File: config.mk
export PLATFORM = sky130hd
export DESIGN_NAME = mem_port_arbiter
export DESIGN_NICKNAME = d
export VERILOG_FILES = /design/src/rtl/mem_port_arbiter.sv
export SDC_FILE = /design/constraint.sdc
export NUM_CORES = 1
export LEC_CHECK = 0
export ABC_AREA = 1
export CAP_MARGIN = 10
export CORE_UTILIZATION = 37
export CTS_CLUSTER_SIZE = 14
export DETAILED_ROUTE_END_ITERATION = 6
export GPL_ROUTABILITY_DRIVEN = 0
export MAX_ROUTING_LAYER = met4
export PLACE_DENSITY = 0.77
export SETUP_SLACK_MARGIN = 0.15
export SYNTH_ARGS = -nofsm -noshare
export SYNTH_HDL_FRONTEND = slang
export SYNTH_SLANG_ARGS = --single-unit
export TNS_END_PERCENT = 50
File: constraint.sdc
create_clock -name clk -period 1.5 [get_ports clk]
set_clock_uncertainty 0.05 [all_clocks]
set_input_delay 0.225 -clock clk [delete_from_list [all_inputs] [get_ports clk]]
set_output_delay 0.225 -clock clk [all_outputs]
set_load 0.02 [all_outputs]
File: src/rtl/mem_port_arbiter.sv
// Arbitrates the shared instruction/data memory port between fetch (IF) and data access (DM).
// Define ARB_FAIR_EN to bound IF starvation with a DM-grant counter (limit STARVE_LIMIT).
module mem_port_arbiter #(
  parameter int unsigned ADDR_W       = 32,
  parameter int unsigned DATA_W       = 32,
  parameter int unsigned STARVE_LIMIT = 4
) (
  input  logic                clk,
  input  logic                rst_n,
  input  logic                if_req,
  input  logic [ADDR_W-1:0]   if_addr,
  output logic [DATA_W-1:0]   if_rdata,
  output logic                if_done,
  input  logic                dm_req,
  input  logic                dm_we,
  input  logic [ADDR_W-1:0]   dm_addr,
  input  logic [DATA_W-1:0]   dm_wdata,
  input  logic [DATA_W/8-1:0] dm_be,
  output logic [DATA_W-1:0]   dm_rdata,
  output logic                dm_done,
  output logic                mem_req,
  output logic                mem_we,
  output logic [ADDR_W-1:0]   mem_addr,
  output logic [DATA_W-1:0]   mem_wdata,
  output logic [DATA_W/8-1:0] mem_be,
  input  logic                mem_gnt,
  input  logic                mem_rvalid,
  input  logic [DATA_W-1:0]   mem_rdata
);

  typedef enum logic [1:0] {StIdle, StIssue, StWait, StResp} state_e;

  if (STARVE_LIMIT < 1 || STARVE_LIMIT > 15) begin : g_bad_starve_limit
    $error("STARVE_LIMIT must lie in 1..15");
  end

  state_e              state_q, state_d;
  logic                owner_dm_q, owner_dm_d;
  logic                mem_we_q, mem_we_d;
  logic [ADDR_W-1:0]   mem_addr_q, mem_addr_d;
  logic [DATA_W-1:0]   mem_wdata_q, mem_wdata_d;
  logic [DATA_W/8-1:0] mem_be_q, mem_be_d;
  logic [DATA_W-1:0]   if_rdata_q, if_rdata_d;
  logic [DATA_W-1:0]   dm_rdata_q, dm_rdata_d;
  logic                grant_dm;
  logic                arb_now;

  assign arb_now = (state_q == StIdle) && (if_req || dm_req);

`ifdef ARB_FAIR_EN
  logic [3:0] starve_q, starve_d;
  logic       if_turn;

  // IF takes one turn once DM has been granted STARVE_LIMIT times over a waiting fetch.
  assign if_turn  = if_req && (starve_q == 4'(STARVE_LIMIT));
  assign grant_dm = dm_req && !if_turn;

  always_comb begin
    starve_d = starve_q;
    if (arb_now) begin
      if (grant_dm && if_req) starve_d = starve_q + 4'd1;
      else                    starve_d = '0;
    end
  end

  always_ff @(posedge clk or negedge rst_n) begin
    if (!rst_n) starve_q <= '0;
    else        starve_q <= starve_d;
  end
`else
  assign grant_dm = dm_req;
`endif

  always_comb begin
    state_d     = state_q;
    owner_dm_d  = owner_dm_q;
    mem_we_d    = mem_we_q;
    mem_addr_d  = mem_addr_q;
    mem_wdata_d = mem_wdata_q;
    mem_be_d    = mem_be_q;
    if_rdata_d  = if_rdata_q;
    dm_rdata_d  = dm_rdata_q;
    unique case (state_q)
      StIdle: begin
        if (arb_now) begin
          state_d    = StIssue;
          owner_dm_d = grant_dm;
          if (grant_dm) begin
            mem_we_d    = dm_we;
            mem_addr_d  = dm_addr;
            mem_wdata_d = dm_wdata;
            mem_be_d    = dm_be;
          end else begin
            mem_we_d    = 1'b0;
            mem_addr_d  = if_addr;
            mem_wdata_d = '0;
            mem_be_d    = '0;
          end
        end
      end
      StIssue: begin
        if (mem_gnt) state_d = StWait;
      end
      StWait: begin
        if (mem_rvalid) begin
          state_d = StResp;
          // Write responses carry no data; keep the last read value visible.
          if (!mem_we_q) begin
            if (owner_dm_q) dm_rdata_d = mem_rdata;
            else            if_rdata_d = mem_rdata;
          end
        end
      end
      StResp: begin
        state_d = StIdle;
      end
      default: begin
        state_d = StIdle;
      end
    endcase
  end

  always_ff @(posedge clk or negedge rst_n) begin
    if (!rst_n) begin
      state_q     <= StIdle;
      owner_dm_q  <= 1'b0;
      mem_we_q    <= 1'b0;
      mem_addr_q  <= '0;
      mem_wdata_q <= '0;
      mem_be_q    <= '0;
      if_rdata_q  <= '0;
      dm_rdata_q  <= '0;
    end else begin
      state_q     <= state_d;
      owner_dm_q  <= owner_dm_d;
      mem_we_q    <= mem_we_d;
      mem_addr_q  <= mem_addr_d;
      mem_wdata_q <= mem_wdata_d;
      mem_be_q    <= mem_be_d;
      if_rdata_q  <= if_rdata_d;
      dm_rdata_q  <= dm_rdata_d;
    end
  end

  assign mem_req   = (state_q == StIssue);
  assign mem_we    = mem_we_q;
  assign mem_addr  = mem_addr_q;
  assign mem_wdata = mem_wdata_q;
  assign mem_be    = mem_be_q;
  assign if_rdata  = if_rdata_q;
  assign dm_rdata  = dm_rdata_q;
  assign if_done   = (state_q == StResp) && !owner_dm_q;
  assign dm_done   = (state_q == StResp) && owner_dm_q;

endmodule

# Yosys cells after proc, flatten, opt, wreduce, memory -nomap -nowiden

Cells that the tools add are included.

Register bits after elaboration: 136
Logic and storage cells: 34
Input bits: 139
ROM bits: 0
Memory bits (writable): 0
Bits in latches: 0
Output and inout bits: 136
Memories kept: 0

Order comparisons: 0
Shifts and indexed selects: 0
Div/mod/pow operators: 0
Multiply operators: 0
Reduce and logical (&&, ||, !) cells: 10
$add $sub $neg: 0
Equality and inequality tests: 6
Muxes and demuxes: 8
Bitwise operators: 2

Operators by type and width:

| cell               | count |
|---|---|
| $mux 32            | 2 |
| $pmux 2 s4         | 1 |
| $reduce_and 4->1   | 2 |
| $mux 2             | 3 |
| $eq 2x2->1 const B | 2 |
| $mux 4             | 1 |
| $ne 2x2->1 const B | 2 |
| $logic_and 1x1->1  | 3 |
| $reduce_and 3->1   | 1 |
| $eq 2x1->1 const B | 1 |
| $logic_not 2->1    | 1 |
| $ne 2x1->1 const B | 1 |
| $not 1->1          | 2 |
| $reduce_and 2->1   | 1 |
| $logic_not 1->1    | 1 |
| $logic_or 1x1->1   | 1 |
| $mux 1             | 1 |

# Logic depth before layout (Yosys ltp)

Gate-level depths: netlist of run 1.

Depth after elaboration: 4
Mapped depth: 7
Gate-level depth less buffers: 6

# Worst setup path before layout of run 1

Ideal clock, no wire load.

Path kind: flip-flop to flip-flop
Start: reg state_q[0]
End: reg mem_wdata_q[10] (netlist: mem_wdata[10])
Buffers on the path: 1
Required time: 1.384 ns
Slack: 0.037 ns
Library setup time: 0.066 ns
Period minus slack after synthesis: 1.463 ns
Cell stages (with the launch flop): 8
Arrival time: 1.348 ns
Path through: dfrtp_1 -> inv_1 -> ha_1 -> o21ai_4 -> nor2_2 -> buf_6 -> nand2_1 -> nand2_1

Cells in the longest elaborated chain, start to end: 3

RTL lines:

| what                                  | line   | text |
|---|---|---|
| start: declaration                    | 37     | `state_e state_q, state_d;` |
| start signal: assignment              | 125    | `state_q <= StIdle;` |
| start signal: assignment              | 134    | `state_q <= state_d;` |
| $logic_not 2->1 (*)                   | 48, 83 |  |
| $logic_and 1x1->1                     | 48     | `assign arb_now = (state_q == StIdle) && (if_req \|\| dm_req);` |
| $reduce_and 2->1 (no source line) (*) | n/a    |  |
| end signal: assignment                | 138    | `mem_wdata_q <= mem_wdata_d;` |
| end: declaration                      | 41     | `logic [DATA_W-1:0] mem_wdata_q, mem_wdata_d;` |

Every way passes the cells marked *; elsewhere a longest branch is shown, timed or not.
A chain may end at the register's enable or synchronous reset.

# Worst setup path in the final report of run 1

Start: reg state_q[0]
End: reg if_rdata_q[14] (netlist: if_rdata[14])

Cells in the longest elaborated chain, start to end: 2

RTL lines:

| what                              | line | text |
|---|---|---|
| $eq 2x2->1                        | 83   | `unique case (state_q)` |
| $reduce_and 4->1 (no source line) | n/a  |  |
| end signal: assignment            | 140  | `if_rdata_q <= if_rdata_d;` |
| end: declaration                  | 43   | `logic [DATA_W-1:0] if_rdata_q, if_rdata_d;` |

No other way between the ends.

==> impl_results.md, run 1 <==
- Cell Chain, Critical Path: buf_6 > inv_8 > ha_4 > nand3_4 > clkbuf_16 > nand2_2 > o21ai_1
- Final standard cell count with taps included and fillers excluded: ~1.2k
- Internal power summed over all cells: roughly 12 mW
- Detailed-placement wirelength estimate: about 12000 um
- Core box area: around 15000 um2
- Pin count of the biggest net entering global routing: 65
- Number of antenna diodes: 0
- Mux share of post-synthesis cell area: 0
- Overall via count from detail_route: roughly 5.5k
- Number of global-route vias before repair: roughly 5.5k
- Register-to-register setup slack: -0.07 ns
- Average cell area after synthesis: between 8 and 9 um2
- Design Area, Final: about 9500 um2
- Worst slew pin tran: ~0.38 ns
- Synthesized-area fraction occupied by and/or/nand/nor cells: 0.262
- Sum of routed wire segments on met1: a little under 8000 um
- Final count of negative-setup-slack endpoints: 50
- Endpoint of the worst setup timing path: if_rdata[14]
- Maximum root-to-sink buffer count: 2
- Share of power burned in registers: 0.323
- Area after detailed placement: between 8000 and 9000 um2
- Boundary pin count: 275
- Critical path buffer and inverter count: 3
- Fraction of the mapped netlist area in adder cells: 0.0112
- Number of warnings issued by yosys: 0
- CTS Buf Count: 17
- CTS tree: built
- Number of detailed-route iterations in the first pass: 7
- Drc violations: 28
- Number of cells on the worst reg-to-reg path: 7
- #FFs+latches synth: 136
- Number of cells in the design after placement: ~1.1k
- Chip Width: approximately 120 um
- Standard-cell rows: 44
- Count of buffers inserted at the top-level ports: about 270
- Synthesis-to-layout area growth: 70.0%
- ANT nets after route: 0
- Power density normalized to cell area: ~2100 nW/um2
- Number of levels in the clock H-tree: 4
- Layout cells sized above 1: 0.326
- Fraction of power spent switching nets: 0.421
- First-iteration detailed-routing DRC count: 380
- Violated checks: DRC, setup timing
- NetSw: roughly 8.4 mW
- Clock insertion delay at the later pin of the skew report: 0.42 ns
- First-pass GRT wire length: ~28000 um
- Share of synthesized area occupied by flip-flops and latches: 0.608
- Unrepaired setup endpoints after global routing: yes
- Worst Slack Setup Final: -0.0686 ns
- Area share of the largest cell type after synthesis: 0.608
- Average vias per placed instance: approximately 4.7
- Crit share post-route: 1.05
- Endpoint required time on the critical path: about 1.8 ns
- Clock input transition at the sequential cells of the worst setup and hold paths: 0.06 ns
- Number of pins with negative max-slew slack in the final report: 0
- Peak clock frequency supported by timing: between 600 and 700 MHz
- Syn Std Cell Area: approximately 5600 um2
- Area fraction in compound gates after synthesis: 0.0611
- Vert. Die Dim: approximately 120 um
- Launch point of the critical path: state_q[0]
- Worst Setup End Kind: register
- Dominant delay contributor by cell family on the critical path: buffers and inverters
- Worst slew margin: 0.746
- Startpoint of the lowest-slack register-to-register path: state_q[0]
- Initial Utilization: 0.382
- Final Hold Violating Endpoints: 0
- Routed length per instance: approximately 16 um
- Depth of the critical timing path with buffers and inverters included: 7
- Final total negative setup slack: -0.740 ns
- Count of cell types in the netlist: 16
- Total die area: around 16000 um2
- Clock period minus worst slack: about 1.6 ns
- Total area of multi-input combinational cells: 2330 um2
- Final net count: 1118
- Synth area leader: dfrtp_1
- Area occupied by registers: roughly 3400 um2
- Initial antenna violation count: 0
- Synthesized Nets: 812
- Combinational fraction of design power: 0.468
- Maximum ir drop on the vdd rail: between 0.0008 and 0.0009 V
- Result of the run: complete, but fails checks
- Critical-path cell with the highest stage delay: dfrtp_1
- Worst min-delay path class: in -> async
- Wire length after detailed routing: 19000 um
- Met3 WL: around 960 um
- Root Buffer Master: clkbuf_16
- Total number of clock tree sinks: ~140
- Worst endpoint data arrival time: roughly 1.8 ns
- Critical path's largest stage delay: around 0.39 ns
- Static leakage: 5.08 nW
- Max-capacitance violation count: 0
- Top Metal Used: met4
- Routed length on met2: roughly 9400 um
- Number of standard cells after synthesis: between 600 and 700
- Main combinational cell family by area after synthesis: simple AND/OR/NAND/NOR gates
- Synth top area cells: dfrtp_1, nand2_1, o21ai_0
- Sort of element at the start of the critical path: register
- Xor/xnor cell area share of the yosys netlist: 0
- Tot GR Track Use: 0.236
- Number of inserted filler cells in the final layout: around 1.2k
- Power share of the clock group: 0.208
- Reg-to-Reg End: if_rdata[14]
- Crit Path Class: reg -> reg
- Worst-path fanout max: 8
- Aggregate global routing overflow: 0
cell type report:
type / count / area share
Inverter: 43 / 0.0186
Timing Repair Buffer: 319 / 0.293
Clock inverter: 13 / 0.0153
Sequential cell: 136 / 0.358
Tap cell: 184 / 0.0242
Multi-Input combinational cell: 457 / 0.245
Clock buffer: 19 / 0.0466
cell usage in the layout, fill, tap and decap left out, types with 10 or more instances in the layout:
master / instances
inv_1: 39
nand2_1: 302
nand2_2: 52
buf_4: 18
nand2_4: 23
buf_6: 10
clkbuf_16: 25
clkdlybuf4s50_1: 137
buf_2: 128
o21ai_1: 34
dfrtp_1: 136
o21ai_2: 22
buf_12: 10
routing by layer:
metal  global-route usage  vias up
met3               0.0531       48
met4                0.120        0
met2                0.386      210
li1                     -     2662
met1                0.274     2584
met5                    -        -
worst min path at each step:
stage | slack [ns] | depth (start not counted) | from | to
2_1_floorplan | -0.12 | 0 | rst_n | dm_rdata[0]
3_3_place_gp | 0.11 | 1 | rst_n | dm_rdata[30]
3_5_place_dp | 0.11 | 1 | rst_n | dm_rdata[25]
4_1_cts | 0.22 | 2 | rst_n | dm_rdata[25]
5_1_grt | 0.25 | 2 | rst_n | dm_rdata[25]
6_report | 0.23 | 2 | rst_n | dm_rdata[25]
Yosys cell counts (all sizes together):
library cell / n
nor2: 4
ha: 5
nand4: 3
dfrtp: 136
buf: 13
inv: 43
o21ai: 66
nand2: 377
nand3: 2
clkbuf: 19
power by group through the flow:
| stage | Combinational, mW | Sequential, mW | Clock, mW |
|---|---|---|---|
| 3_3_place_gp | 9.24 | 6.30 | 0 |
| 6_report | 9.35 | 6.45 | 4.16 |
| 2_1_floorplan | 2.41 | 8.37 | 0 |
| 4_1_cts | 8.92 | 6.37 | 4.21 |
| 3_5_place_dp | 9.39 | 6.35 | 0 |
| 5_1_grt | 10.0 | 6.65 | 4.41 |
sequential cells by signal (all words and copies together) (netlist names):
name / count
state_q: 2
dm_rdata: 32
owner_dm_q: 1
mem_we: 1
mem_be: 4
if_rdata: 32
mem_wdata: 32
mem_addr: 32
stage by stage:
step	utilization	hold WS (ns)	power [mW]	setup slack, ns
floorplan	-	-0.121	10.8	0.161
global placement	0.594	0.109	15.5	-0.106
detailed placement	0.594	0.108	15.7	-0.151
CTS	0.634	0.220	19.5	-0.0388
global route	0.649	0.246	21.1	-0.137
finish	0.649	0.229	20.0	-0.0686
cells by family after synthesis:
kind of cell | count (synthesis)
AOI/OAI and AO/OA | 66
buffers and inverters | 75
DFF | 136
adders and majority gates | 5
and+or+nand+nor | 386
timing repair:
action                                 CTS  global route
hold buffers                             1             0
endpoints found under the hold margin   35             0
gates resized for setup                592           154
pin swaps                               30            41
buffers inserted                         7             2
cloned                                   2            11
setup endpoints to repair              270           187
(Power assumes the default switching activity.)
==> inputs of run 2 (changes only) <==
- ABC_AREA: 1 -> unset
- CORE_UTILIZATION: 37 -> 36
- PLACE_DENSITY: 0.77 -> 0.76
==> impl_results.md, run 2 <==
- Root Buffer Master: clkbuf_16
- Synth top area cells: dfrtp_1, mux2_2, nand2_1
- Most frequent cells in the layout: clkdlybuf4s50_1, dfrtp_1, nand2_1, clkdlybuf4s15_2, dlymetal6s2s_1
- Startpoint of the lowest-slack register-to-register path: state_q[0]
- Count of cell types in the netlist: 20 (+4)
- Maximum root-to-sink buffer count: 2 (unchanged)
- Number of warnings issued by yosys: 0 (unchanged)
- Crit share post-route: 1.14 (+0.0896)
- Drc violations: 0 (-100%)
- Total die area: 15800 um2 (+1.4%)
- Peak clock frequency supported by timing: 587 MHz (-7.9%)
- Total area of multi-input combinational cells: 2300 um2 (-1.3%)
- Most common cell after layout, fill and taps aside: clkdlybuf4s50_1
- Worst Setup End Kind: register
- ANT nets after route: 0 (unchanged)
- Worst Slack Setup Final: -0.203 ns (-0.134 ns)
- Number of pins with negative max-slew slack in the final report: 0 (unchanged)
- Total number of clock tree sinks: 136 (unchanged)
- First-iteration detailed-routing DRC count: 208 (-45%)
- First-pass GRT wire length: 26400 um (-4.8%)
- Number of standard cells after synthesis: 459 (-31%)
- Post-Place Worst Slack: -0.348 ns (-0.198 ns)
- Worst slew pin tran: 0.422 ns (+0.0402 ns)
- Number of cells on the worst reg-to-reg path: 7 (unchanged)
- #FFs+latches synth: 136 (unchanged)
- Endpoint required time on the critical path: 1.74 ns (about the same)
- Detailed-placement wirelength estimate: 11500 um (-0.42%)
- Synth area leader: dfrtp_1
- Violated checks: setup timing
- Standard-cell rows: 44 (unchanged)
- Worst-path fanout max: 8 (unchanged)
- Total power of the final layout: 22.5 mW (+13%)
- Worst min-delay path class: in -> async
- Most instantiated cells after synthesis: dfrtp_1, nand2_1, mux2_2
- Worst hold slack across all endpoints: 0.204 ns (-0.0245 ns)
- Synthesized Nets: 603 (-26%)
- Number of cells in the design after placement: 909 (-19%)
- Area occupied by registers: 3410 um2 (about the same)
- Area share of the largest cell type after synthesis: 0.617 (+0.00814)
- Final count of negative-setup-slack endpoints: 119 (+140%)
- Clock period minus worst slack: 1.70 ns (+0.134 ns)
- Number of detailed-route iterations in the first pass: 7 (unchanged)
- Initial antenna violation count: 0 (unchanged)
- Count leader, synth: dfrtp_1
- Vert. Die Dim: 126 um (+0.70%)
- Chip Width: 126 um (+0.70%)
- Share of flip-flops with an asynchronous set or reset after synthesis: 1.00 (unchanged)
- Routed length per instance: 18.7 um (+16%)
- Reg-to-Reg End: if_rdata[25]
- Initial Utilization: 0.374 (-0.00785)
- Layout cells sized above 1: 0.377 (+0.0507)
- Final Hold Violating Endpoints: 0 (unchanged)
- Final standard cell count with taps included and fillers excluded: 964 (-18%)
- Share of synthesized area occupied by flip-flops and latches: 0.617 (+0.00814)
- Number of inserted filler cells in the final layout: 1037 (-15%)
- Number of synthesized flops with an enable pin: 0 (unchanged)
- Worst slew margin: 0.719 (-0.0268)
- Aggregate global routing overflow: 0 (unchanged)
- Number of antenna diodes: 0 (unchanged)
- Wire length after detailed routing: 18000 um (-4.8%)
- Syn Std Cell Area: 5520 um2 (-1.3%)
- Number of levels in the clock H-tree: 4 (unchanged)
- Clock insertion delay at the later pin of the skew report: 0.40 ns (-0.02 ns)
- Pin count of the biggest net entering global routing: 51 (-22%)
- Power density normalized to cell area: 2220 nW/um2 (+5.6%)
- Design Area, Final: 10200 um2 (+6.9%)
- Unrepaired setup endpoints after global routing: yes
- Register-to-register setup slack: -0.20 ns (-0.13 ns)
- Primary FF master, synth: dfrtp_1
- Core box area: 14800 um2 (+0.75%)
- Final total negative setup slack: -11.52 ns (-10.78 ns)
- CTS tree: built
- Synthesis-to-layout area growth: 84.2%
- Static leakage: 5.10 nW (+0.46%)
- Count of buffers inserted at the top-level ports: 274 (unchanged)
- Number of global-route vias before repair: 4984 (-8.8%)
- Final net count: 912 (-18%)
- Overall via count from detail_route: 4719 (-14%)
- Area after detailed placement: 8640 um2 (-0.72%)
- CTS Buf Count: 17 (unchanged)
- Tot GR Track Use: 0.227 (-0.00911)
- Maximum ir drop on the vdd rail: 0.000999 V (+21%)
- Average vias per placed instance: 4.90 (+4.1%)
- Average cell area after synthesis: 12.0 um2 (+44%)
- Worst endpoint data arrival time: 1.94 ns (+0.12 ns)
- Result of the run: complete, but fails checks
- Utilization after layout: 0.689 (+0.0397)
- Crit Path Class: reg -> reg
- Sort of element at the start of the critical path: register
- Max-capacitance violation count: 0 (unchanged)
- Boundary pin count: 275 (unchanged)
- Clock input transition at the sequential cells of the worst setup and hold paths: 0.06 ns (about the same)
## run 2: cell count changes in the layout (fill, tap and decap cells not counted), moves of 6 or more
cell / change
buf_16: +6
buf_2: -113
clkdlybuf4s15_2: +73
dlymetal6s2s_1: +42
inv_1: -37
mux2_2: +38
mux2_4: +25
mux2i_1: +33
nand2_1: -225
nand2_2: -29
nand2_4: -13
nand3_1: +36
o21ai_1: -25
## run 2: kinds of logic after synthesis
kind of cell,synth area share
AO/OA/AOI/OAI,0.0317
adder cells (fa/ha/maj),0.0113
flip-flops,0.616
buffers and inverters,0.0304
AND/OR/NAND/NOR,0.118
multiplexers,0.192
## run 2: power by group
group	internal [mW]	switching, mW
clock	2.92	1.55
sequential	5.53	1.17
combinational	5.64	5.72
## run 2: timing repair
| action | 4_1_cts | 5_1_grt |
|---|---|---|
| buffers inserted | 8 | 3 |
| pin swaps | 10 | 27 |
| cloned | 8 | 4 |
| gates resized for setup | 341 | 135 |
| hold buffers | 1 | 0 |
| endpoints found under the hold margin | 136 | 0 |
| endpoints found under the setup margin | 272 | 249 |
## run 2: how the worst max path moves through the flow
| stage | start | slack, ns | to | cells after the start |
|---|---|---|---|---|
| 3_5_place_dp | mem_rvalid | -0.35 | if_rdata[15] | 5 |
| 6_report | state_q[0] | -0.20 | if_rdata[25] | 7 |
| 5_1_grt | state_q[0] | -0.26 | if_rdata[25] | 7 |
| 3_3_place_gp | mem_rvalid | -0.32 | if_rdata[15] | 5 |
| 4_1_cts | state_q[0] | -0.17 | state_q[1] | 4 |
| 2_1_floorplan | state_q[1] | -0.16 | state_q[1] | 4 |
## run 2: cell type report
cell class                      count  area share
Timing Repair Buffer              319       0.352
Inverter                            4     0.00148
Sequential cell                   136       0.335
Clock buffer                       22      0.0466
Multi-Input combinational cell    290       0.226
Tap cell                          184      0.0226
Clock inverter                      9      0.0160
## run 2: worst max-delay path: stages, from the launching register on
cell and delay (ns):
dfrtp_1 0.41, inv_2 0.10, ha_4 0.16, nand2_4 0.05
nor3_4 0.16, buf_6 0.17, buf_16 0.14, mux2_2 0.34
## run 2: per-layer routing
layer,track usage,wire [um]
met1,0.239,6840
met2,0.402,9700
met3,0.0595,1080
met4,0.0985,433
met5,-,0
==> patch, RTL diff (settings of run 1) <==
Add a define of `ARB_FAIR_EN`.
--- a/src/rtl/mem_port_arbiter.sv
+++ b/src/rtl/mem_port_arbiter.sv
@@ -1,5 +1,7 @@
 // Arbitrates the shared instruction/data memory port between fetch (IF) and data access (DM).
 // Define ARB_FAIR_EN to bound IF starvation with a DM-grant counter (limit STARVE_LIMIT).
+`define ARB_FAIR_EN
+
 module mem_port_arbiter #(
   parameter int unsigned ADDR_W       = 32,
   parameter int unsigned DATA_W       = 32,
Behaviour: no difference found for any inputs over 4 cycles, from zero or initial values and one cycle with rst_n low; that may be too few to reach the edited logic, so the function may still have changed.
==> patch against run 1 <==
The run ends with setup timing left; critical path type unchanged; first-iteration DRC count is 24% lower; sequential power shrank 1%; final area grew 7.3%; wire length down 1.9%; synthesized area increased by 8.9%; sequential cell count rose by 4; setup slack improved by 0.0071 ns; via count increased by 4.9%; total power decreased by 1.1%.
==> patch: results (changes against run 1) <==
Sequential share of the synthesized area - 0.575 (was 0.608)
Status - finished with violations (unchanged)
All-Layer GR Usage - 0.212 (was 0.236)
IO buf count - 274 (unchanged)
NumNets Final - 1192 (was 1118)
Initial antenna violation count - 0 (unchanged)
Share of cells above drive strength 1 - 0.243 (was 0.326)
Top cells by area, synth - dfrtp_1 57%, nand2_1 18%, inv_1 6.7%, nand3_1 5.7%, o21ai_0 5.3% (was dfrtp_1 61%, nand2_1 25%, o21ai_0 5.8%, inv_1 2.8%, clkbuf_1 1.3%)
Via density - 4.53 (was 4.70)
CTS H-tree depth - 4 (unchanged)
Final setup viols - 17 (was 50)
Top_reg_cell synth - dfrtp_1 (unchanged)
ANT cells - 0 (unchanged)
Yosys Warn Count - 0 (unchanged)
Setup ws final - -0.0614 ns (was -0.0686 ns)
Skew-Pair Late Insertion Delay - 0.41 ns
HPWL Detailed - 12600 um (was 11500 um)
First-pass GRT wire length - 26800 um (was 27800 um)
Crit path DAT - 1.81 ns
VDD IR-drop max - 0.000828 V (was 0.000825 V)
TritonRoute pass-1 iters - 4 (was 7)
Failing checks - setup timing (was DRC, setup timing)
Hold Crit Class - in -> async (unchanged)
Clock slew at reported path FFs - 0.06 ns (about the same)
Syn_nets - 881 (was 812)
FFs w/ async S/R, synth - 1.00 (unchanged)
Root Driver - clkbuf_16 (unchanged)
Vias in the first global route - 5378 (was 5465)
Slew at the pin closest to its max-slew limit - 0.410 ns (was 0.382 ns)
Initial DRC count - 288 (was 380)
Filler instances - 1317 (was 1222)
Unique masters post-synth - 23 (was 16)
Pin count of the biggest net entering global routing - 65 (unchanged)
CTS buffer count - 17 (unchanged)
Leak - 5.28 nW (was 5.08 nW)
Crit path max fanout - 5 (was 8)
DP Area - 9250 um2 (was 8700 um2)
Synth cell count leaders - 289 x nand2_1, 140 x dfrtp_1, 109 x inv_1 (was 377 x nand2_1, 136 x dfrtp_1, 65 x o21ai_0)
Antenna-violating nets left - 0 (unchanged)
CTS max path bufs - 2 (unchanged)
Total Wirelength - 18600 um (was 19000 um)
## patch: cell types whose count changed after synthesis, sizes merged, moves of 2 or more
cell	change
nand2	-86
nand3	+68
inv	+67
buf	+13
clkbuf	-9
nor2	+7
dfrtp	+4
nand4	-3
ha	+2
## patch: layer usage
layer	GRT usage	part of all wire	wire (um)	vias up
met5	-	0	0	-
met4	0.0852	0.026	476	0
met3	0.0472	0.062	1150	35
met2	0.361	0.51	9530	208
met1	0.243	0.40	7430	2658
li1	-	-	-	2871
## patch: logic make-up after synthesis
kind of cell    after synthesis  share of synthesized area
buf+inv                     146                      0.101
simple gates                373                      0.253
fa+ha+maj                     7                     0.0144
compound gates               69                     0.0569
flops                       140                      0.575
## patch: final timing paths
check / slack [ns] / end / cells after the start / start
hold reg to reg: 0.42 / mem_wdata[5] / 2 / mem_wdata[5]
setup / recovery: -0.06 / starve_q[2] / 10 / state_q[0]
min in group clk: 0.29 / mem_wdata[20] / 3 / dm_wdata[20]
setup reg to reg: -0.06 / starve_q[2] / 10 / state_q[0]
hold / removal: 0.24 / mem_addr[13] / 2 / rst_n
max in group asynchronous: 0.60 / dm_rdata[11] / 3 / rst_n
## patch: timing repair
item / CTS / global route
endpoints found under the setup margin: 274 / 215
buffers inserted: 0 / 13
endpoints found under the hold margin: 32 / 0
hold buffers: 1 / 0
pin swaps: 5 / 12
resized for setup: 469 / 38
cloned: 1 / 8
## patch: where the power goes
group          switching [mW]  internal, mW  total (mW)
Combinational            5.36          4.12        9.48
Sequential              0.914          5.46        6.37
Clock                    1.62          2.28        3.90
Total                    7.89          11.9        19.7
## patch: final cells by class
cell class | count | area [um2] | area share
sequential | 140 | 3500 | 0.343
timing repair buffer | 328 | 3360 | 0.330
multi-input combinational | 449 | 2090 | 0.205
clock buffer | 18 | 429 | 0.0421
inverter | 110 | 423 | 0.0414
tap | 216 | 270 | 0.0265
clock inverter | 14 | 121 | 0.0119
## patch: critical path, stage by stage (launching register included)
cell	delay [ns]
dfrtp_1	0.39
buf_6	0.14
inv_6	0.06
ha_4	0.15
inv_4	0.04
nor2_4	0.16
buf_4	0.15
clkbuf_16	0.13
nand3_1	0.07
nand2_1	0.08
nor2_1	0.04
## patch: per-stage QoR
| step | hold slack, ns | instances | TNS [ns] | worst slack [ns] | power, mW |
|---|---|---|---|---|---|
| after floorplan | -0.121 | 735 | 0 | 0.128 | 11.0 |
| after global placement | 0.120 | 1220 | -6.51 | -0.143 | 15.5 |
| after detailed placement | 0.122 | 1220 | -8.38 | -0.186 | 15.8 |
| after CTS | 0.246 | 1254 | -0.156 | -0.0596 | 19.3 |
| after global routing | 0.262 | 1275 | -9.06 | -0.125 | 21.0 |
| final | 0.241 | 1275 | -0.344 | -0.0614 | 19.7 |
